**src/rtl/uart_tx_fifo_p.sv**
```systemverilog
// UART transmitter with TX FIFO, programmable frame format (5-8 data bits, optional odd/even
// parity, 1 or 2 stop bits), programmable baud divisor and maskable sticky interrupt sources.
// Frame parameters are captured into shadow registers at pop time, so register writes made
// mid-frame only take effect from the next frame onwards.
module uart_tx_fifo_p #(
    parameter int unsigned FIFO_DEPTH = 16,
    parameter int unsigned BAUD_W     = 16
) (
    input  logic              sys_clk,
    input  logic              sys_rst,
    input  logic              uart_baud_wr,
    input  logic              uart_con_wr,
    input  logic              uart_txbuf_wr,
    input  logic              uart_sta_wr,
    input  logic [15:0]       icb_wdat,
    output logic [15:0]       uart_con,
    output logic [BAUD_W-1:0] uart_baud,
    output logic [15:0]       uart_sta,
    output logic              uart_tx,
    output logic              uart_en,
    output logic              uart_int
);

    localparam int unsigned AW = (FIFO_DEPTH > 1) ? $clog2(FIFO_DEPTH) : 1;
    localparam int unsigned CW = AW + 1;

    typedef enum logic [2:0] {StIdle, StStart, StData, StParity, StStop} state_e;

    // Control / divisor registers (flush bit is never stored, so it reads back 0)
    logic [8:0]        con_q, con_d;
    logic [BAUD_W-1:0] baud_q, baud_d;

    // FIFO storage and bookkeeping
    logic [7:0]    mem_q [FIFO_DEPTH];
    logic [AW-1:0] wr_ptr_q, wr_ptr_d;
    logic [AW-1:0] rd_ptr_q, rd_ptr_d;
    logic [CW-1:0] count_q, count_d;
    logic          full, empty, flush, push_ok, pop;

    // Sticky flags {ovf, empty_evt, done} and registered interrupt
    logic [2:0] sticky_q, sticky_d;
    logic       int_q, int_d;
    logic       done_evt, empty_evt, ovf_evt;

    // Transmit FSM and per-frame shadows
    state_e            state_q, state_d;
    logic [BAUD_W-1:0] cnt_q, cnt_d;
    logic [2:0]        bit_q, bit_d;
    logic [7:0]        shift_q, shift_d;
    logic [1:0]        dlen_q, dlen_d;
    logic              pen_q, pen_d;
    logic              par_q, par_d;
    logic              stop2_q, stop2_d;
    logic [BAUD_W-1:0] baud_s_q, baud_s_d;
    logic              tx_q, tx_d;

    logic              bit_end;
    logic [7:0]        dmask;
    logic [7:0]        head_masked;

    // Reserved control bits are accepted on the bus but have no function
    logic unused_wdat;
    assign unused_wdat = ^icb_wdat[15:10];

    assign full    = (count_q == CW'(FIFO_DEPTH));
    assign empty   = (count_q == '0);
    assign flush   = uart_con_wr & icb_wdat[9];
    assign push_ok = uart_txbuf_wr & ~full;
    assign pop     = (state_q == StIdle) & con_q[0] & ~empty;

    // Register writes and FIFO pointer / count update; flush overrides everything else
    always_comb begin
        con_d    = con_q;
        baud_d   = baud_q;
        wr_ptr_d = wr_ptr_q + AW'(push_ok);
        rd_ptr_d = rd_ptr_q + AW'(pop);
        count_d  = count_q + CW'(push_ok) - CW'(pop);
        if (uart_con_wr) begin
            con_d = icb_wdat[8:0];
        end
        if (uart_baud_wr) begin
            baud_d = BAUD_W'(icb_wdat);
        end
        if (flush) begin
            wr_ptr_d = '0;
            rd_ptr_d = '0;
            count_d  = '0;
        end
    end

    // Transmit FSM: next state, bit timing, shadow capture and serial output
    always_comb begin
        state_d  = state_q;
        cnt_d    = cnt_q;
        bit_d    = bit_q;
        shift_d  = shift_q;
        dlen_d   = dlen_q;
        pen_d    = pen_q;
        par_d    = par_q;
        stop2_d  = stop2_q;
        baud_s_d = baud_s_q;
        done_evt = 1'b0;
        tx_d     = 1'b1;
        bit_end  = (cnt_q == baud_s_q);

        unique case (con_q[5:4])
            2'b00:   dmask = 8'h1f;
            2'b01:   dmask = 8'h3f;
            2'b10:   dmask = 8'h7f;
            default: dmask = 8'hff;
        endcase
        head_masked = mem_q[rd_ptr_q] & dmask;

        if (state_q != StIdle) begin
            cnt_d = bit_end ? '0 : cnt_q + 1'b1;
        end

        unique case (state_q)
            StIdle: begin
                if (pop) begin
                    state_d  = StStart;
                    cnt_d    = '0;
                    bit_d    = '0;
                    shift_d  = head_masked;
                    dlen_d   = con_q[5:4];
                    pen_d    = con_q[1];
                    par_d    = (^head_masked) ^ con_q[2];
                    stop2_d  = con_q[3];
                    baud_s_d = baud_q;
                end
            end
            StStart: begin
                if (bit_end) begin
                    state_d = StData;
                end
            end
            StData: begin
                if (bit_end) begin
                    shift_d = shift_q >> 1;
                    if (bit_q == ({1'b0, dlen_q} + 3'd4)) begin
                        bit_d   = '0;
                        state_d = pen_q ? StParity : StStop;
                    end else begin
                        bit_d = bit_q + 3'd1;
                    end
                end
            end
            StParity: begin
                if (bit_end) begin
                    bit_d   = '0;
                    state_d = StStop;
                end
            end
            StStop: begin
                if (bit_end) begin
                    if (stop2_q && (bit_q == 3'd0)) begin
                        bit_d = 3'd1;
                    end else begin
                        bit_d    = '0;
                        state_d  = StIdle;
                        done_evt = 1'b1;
                    end
                end
            end
            default: state_d = StIdle;
        endcase

        // Output follows the state being entered so uart_tx is a clean flop output
        unique case (state_d)
            StStart:  tx_d = 1'b0;
            StData:   tx_d = shift_d[0];
            StParity: tx_d = par_q;
            default:  tx_d = 1'b1;
        endcase
    end

    // Sticky status: a set event in the same cycle as a write-1-to-clear wins
    always_comb begin
        ovf_evt   = uart_txbuf_wr & full;
        empty_evt = pop & (count_q == CW'(1)) & ~push_ok;
        sticky_d  = {ovf_evt, empty_evt, done_evt} |
                    (sticky_q & ~(uart_sta_wr ? icb_wdat[2:0] : 3'b000));
        int_d     = |(sticky_q & con_q[8:6]);
    end

    // FIFO data storage; contents need no reset
    always_ff @(posedge sys_clk) begin
        if (push_ok) begin
            mem_q[wr_ptr_q] <= icb_wdat[7:0];
        end
    end

    // State registers with synchronous reset
    always_ff @(posedge sys_clk) begin
        if (sys_rst) begin
            con_q    <= '0;
            baud_q   <= '0;
            wr_ptr_q <= '0;
            rd_ptr_q <= '0;
            count_q  <= '0;
            sticky_q <= '0;
            int_q    <= 1'b0;
            state_q  <= StIdle;
            cnt_q    <= '0;
            bit_q    <= '0;
            shift_q  <= '0;
            dlen_q   <= '0;
            pen_q    <= 1'b0;
            par_q    <= 1'b0;
            stop2_q  <= 1'b0;
            baud_s_q <= '0;
            tx_q     <= 1'b1;
        end else begin
            con_q    <= con_d;
            baud_q   <= baud_d;
            wr_ptr_q <= wr_ptr_d;
            rd_ptr_q <= rd_ptr_d;
            count_q  <= count_d;
            sticky_q <= sticky_d;
            int_q    <= int_d;
            state_q  <= state_d;
            cnt_q    <= cnt_d;
            bit_q    <= bit_d;
            shift_q  <= shift_d;
            dlen_q   <= dlen_d;
            pen_q    <= pen_d;
            par_q    <= par_d;
            stop2_q  <= stop2_d;
            baud_s_q <= baud_s_d;
            tx_q     <= tx_d;
        end
    end

    assign uart_con  = {7'b0, con_q};
    assign uart_baud = baud_q;
    assign uart_en   = con_q[0];
    assign uart_int  = int_q;
    assign uart_tx   = tx_q;
    assign uart_sta  = {8'(count_q), 2'b00, empty, full, (state_q != StIdle), sticky_q};

endmodule

```
**config.mk**
```make
export PLATFORM = sky130hd
export DESIGN_NAME = uart_tx_fifo_p
export DESIGN_NICKNAME = d
export VERILOG_FILES = /design/src/rtl/uart_tx_fifo_p.sv
export SDC_FILE = /design/constraint.sdc
export NUM_CORES = 1
export LEC_CHECK = 0
export CORE_ASPECT_RATIO = 1.2
export CORE_MARGIN = 4
export CORE_UTILIZATION = 30
export DETAILED_ROUTE_END_ITERATION = 8
export GPL_TIMING_DRIVEN = 0
export PLACE_DENSITY = 0.57
export SLEW_MARGIN = 15
export SYNTH_ARGS = -nofsm -noshare
export SYNTH_HDL_FRONTEND = slang
export SYNTH_SLANG_ARGS = --single-unit
```
**constraint.sdc**
```tcl
create_clock -name sys_clk -period 3.4 [get_ports sys_clk]
set_input_delay 0.68 -clock sys_clk [delete_from_list [all_inputs] [get_ports sys_clk]]
set_output_delay 0.68 -clock sys_clk [all_outputs]
set_load 0.1 [all_outputs]
```
==> results_dict.tcl <==
set metrics [dict create \
    clk_latency_ps 520 \
    yosysTopAreaCell "edfxtp_1" \
    tritoncts "built" \
    wl_per_cell_um 18.4 \
    finalSetupViolCount 0 \
    grt_max_degree 20 \
    yosysSeqAreaShare_pct 60.7 \
    die_h_um 202 \
    critical-path-top-delay-family "buffers and inverters" \
    tightest_slew_ps 1030 \
    crit_path_end_kind "output port" \
    rr_endpoint "count_q[4]$_SDFF_PP0_" \
    synth_most_common_cell "edfxtp_1" \
    die_x_um 170 \
    dpl-instance-area_um2 10600 \
    ys_ff_latch 222 \
    nets 874 \
    ys.flop_type "edfxtp_1" \
    cts.sinks 222 \
    grt_antenna_before_repair 0 \
    r2r_slack_ps 340 \
    grt_pass1_wl_um 35100 \
    synth_edf_count 128 \
    overflow 0 \
    hold_viol 0 \
    cp_max_fo 4 \
    path_class "flop to output port" \
    cap_violations 0 \
    synthTopCellsByCount "128 x edfxtp_1, 94 x dfxtp_1, 88 x nor2_1" \
    rsz0062_at_grt "no" \
    clkSlewWorstSetupHoldPaths_ps 60 \
    required_ps 2720 \
    antennaDiodeCount 0 \
    hpwl_um 16300 \
    drt-total-wl_um 23000 \
    layout-drive-gt1-share_pct 12.5 \
    max_freq_ghz 0.306 \
    peakVddDrop_uv 344 \
    io_pins 73 \
    start_util_pct 30.7 \
    powerDensity_nw_per_um2 615 \
    rr_worst_depth 17 \
    syn_inst 739 \
    drc 0 \
    cpMaxStageDelayCell "dlygate4sd2_1" \
    core_area_um2 30700 \
    portBuffers 59 \
    finalCriticalPeriod_ps 3270 \
    hold_path_class "flop to flop" \
    yosys.cell_types.count 69 \
    maxSlewHeadroom_pct 31.4 \
    holdPathStages 2 \
    status "completed" \
    r2r_start "count_q[2]$_SDFF_PP0_" \
    drt_iter0_drc 436 \
    yosys_warnings 0 \
    htreeDepth 1 \
    crit_path_cell_trace "inv_1 -> ha_1 -> nand2b_1 -> nor3b_1 -> buf_4 -> dlygate4sd2_1" \
    critPathBufInv 3 \
    ant_nets 0 \
    worstPathArrival_ps 2590 \
    yosysTopAreaCellShare_pct 40.7 \
    track_usage_pct 13.1 \
    area_growth_syn_to_layout_pct 20.7 \
    holdWs_ps 461 \
    dieArea_um2 34400 \
    final_max_slew_viol_count 0 \
    clockBufferDepth 3 \
    clock_skew_ps 10.8 \
    root_buffer "clkbuf_16" \
    viasPerCell 4.75 \
    fin_area_um2 11400 \
    fin_crit_sh_pct 96.2 \
    cpPeakStageDelay_ps 840 \
    synthTopCellsByArea "edfxtp_1 41%, dfxtp_1 20%, mux2i_1 4.5%" \
    hp-start "stop2_q$_SDFFE_PP0P_" \
    cts_inserted_buffers 24 \
    dr.pass1.iters 5 \
    netlist_area_um2 9440 \
    crit_path_start_kind "flop" \
    syn_avg_cell_area_um2 12.8 \
    place.gp.congestion 0.823 \
    grt_pass1_vias 5965 \
    holdPathEnd "stop2_q$_SDFFE_PP0P_" \
    ctsHoldBuffers 0 \
    p_leak_nw 3.88 \
    vias 5943 \
    num_rows 70 \
    power.total_mw 7.01 \
    async_flop_share_pct 0 \
]
-- through the flow --
step           setup WS (ps)  TNS (ps)  instances  utilization (%)
3_3_place_gp            -141      -141       1205             34.4
5_1_grt                 4.90         0       1251             37.0
2_1_floorplan           94.6         0        750                -
3_5_place_dp            -164      -164       1206             34.5
4_1_cts                 39.8         0       1248             36.9
6_report                 130         0       1251             37.0
-- worst min-delay path: cells and delay by family, from the launching register on --
kind,cells,cell delay [ps]
flops,1,310
simple gates,1,50
compound gates,1,50
-- cell usage in the layout (no fill, tap or decap), types with 19 or more instances in the layout --
master | netlist | layout
buf_4 | 17 | 21
edfxtp_1 | 128 | 128
dfxtp_1 | 94 | 91
nand2_1 | 65 | 64
nor2_1 | 88 | 88
clkdlybuf4s50_1 | 0 | 56
mux2i_1 | 42 | 42
clkbuf_16 | 0 | 25
clkbuf_1 | 16 | 20
a21oi_1 | 31 | 31
nand3_1 | 19 | 19
xnor2_1 | 28 | 28
-- worst max-delay path by stage --
stage / start / to / slack (ps) / cells past startpoint
after floorplan: count_q[2]$_SDFF_PP0_ / count_q[4]$_SDFF_PP0_ / 90 / 18
after global routing: count_q[2]$_SDFF_PP0_ / uart_sta[4] / 5 / 6
final: count_q[2]$_SDFF_PP0_ / uart_sta[4] / 130 / 6
after global placement: count_q[2]$_SDFF_PP0_ / count_q[4]$_SDFF_PP0_ / -140 / 18
after detailed placement: count_q[2]$_SDFF_PP0_ / count_q[4]$_SDFF_PP0_ / -160 / 18
after CTS: count_q[2]$_SDFF_PP0_ / count_q[4]$_SDFF_PP0_ / 40 / 17
-- cell families after synthesis --
logic type / count (synthesis) / share of synthesized area [%]
AO/OA/AOI/OAI: 85 / 6.71
flip-flops: 222 / 60.7
adder cells (fa/ha/maj): 14 / 1.94
other: 1 / 0.0397
XOR/XNOR: 42 / 3.98
multiplexers: 68 / 10.8
AND/OR/NAND/NOR: 242 / 12.0
buffers and inverters: 65 / 3.82
-- what timing repair did --
| item | in CTS | in global routing |
|---|---|---|
| setup buffers | 0 | 3 |
| gates resized for setup | 3 | 4 |
| endpoints found under the setup margin | 4 | 4 |
| hold endpoints to repair | 0 | 0 |
-- state kept, by name, indices dropped and copies added (netlist names) --
| signal | count |
|---|---|
| mem_q | 128 |
| baud_s_q | 16 |
| cnt_q | 16 |
| uart_baud | 16 |
| con_q | 9 |
| shift_q | 8 |
| count_q | 5 |
| rd_ptr_q | 4 |
| wr_ptr_q | 4 |
| bit_q | 3 |
| state_q | 3 |
| sticky_q | 3 |
| dlen_q | 2 |
| par_q | 1 |
| pen_q | 1 |
| stop2_q | 1 |
| uart_int | 1 |
| uart_tx | 1 |
-- area by class of cell --
class	instances	area (um^2)
fill	2984	19400
clock inverter	13	121
clock buffer	30	644
inverter	19	75.1
tap	396	495
buffer	45	285
timing repair buffer	63	617
sequential	222	5730
multi-input combinational	463	3420
-- per-layer routing --
layer | up-vias | track usage (%) | part of all wire (%)
met4 | 0 | 3.51 | 2.0
li1 | 2874 | - | -
met1 | 2890 | 17.1 | 43
met5 | - | 0 | 0
met2 | 145 | 22.7 | 50
met3 | 34 | 1.96 | 4.8
-- report_power, final --
group | switching [mW] | leakage, nW | internal, mW | total [mW]
Clock | 1.06 | 0.360 | 1.49 | 2.55
Combinational | 0.983 | 1.60 | 0.444 | 1.43
Sequential | 0.0759 | 1.92 | 2.95 | 3.02
No activity file was read; power rests on OpenSTA's default activity.
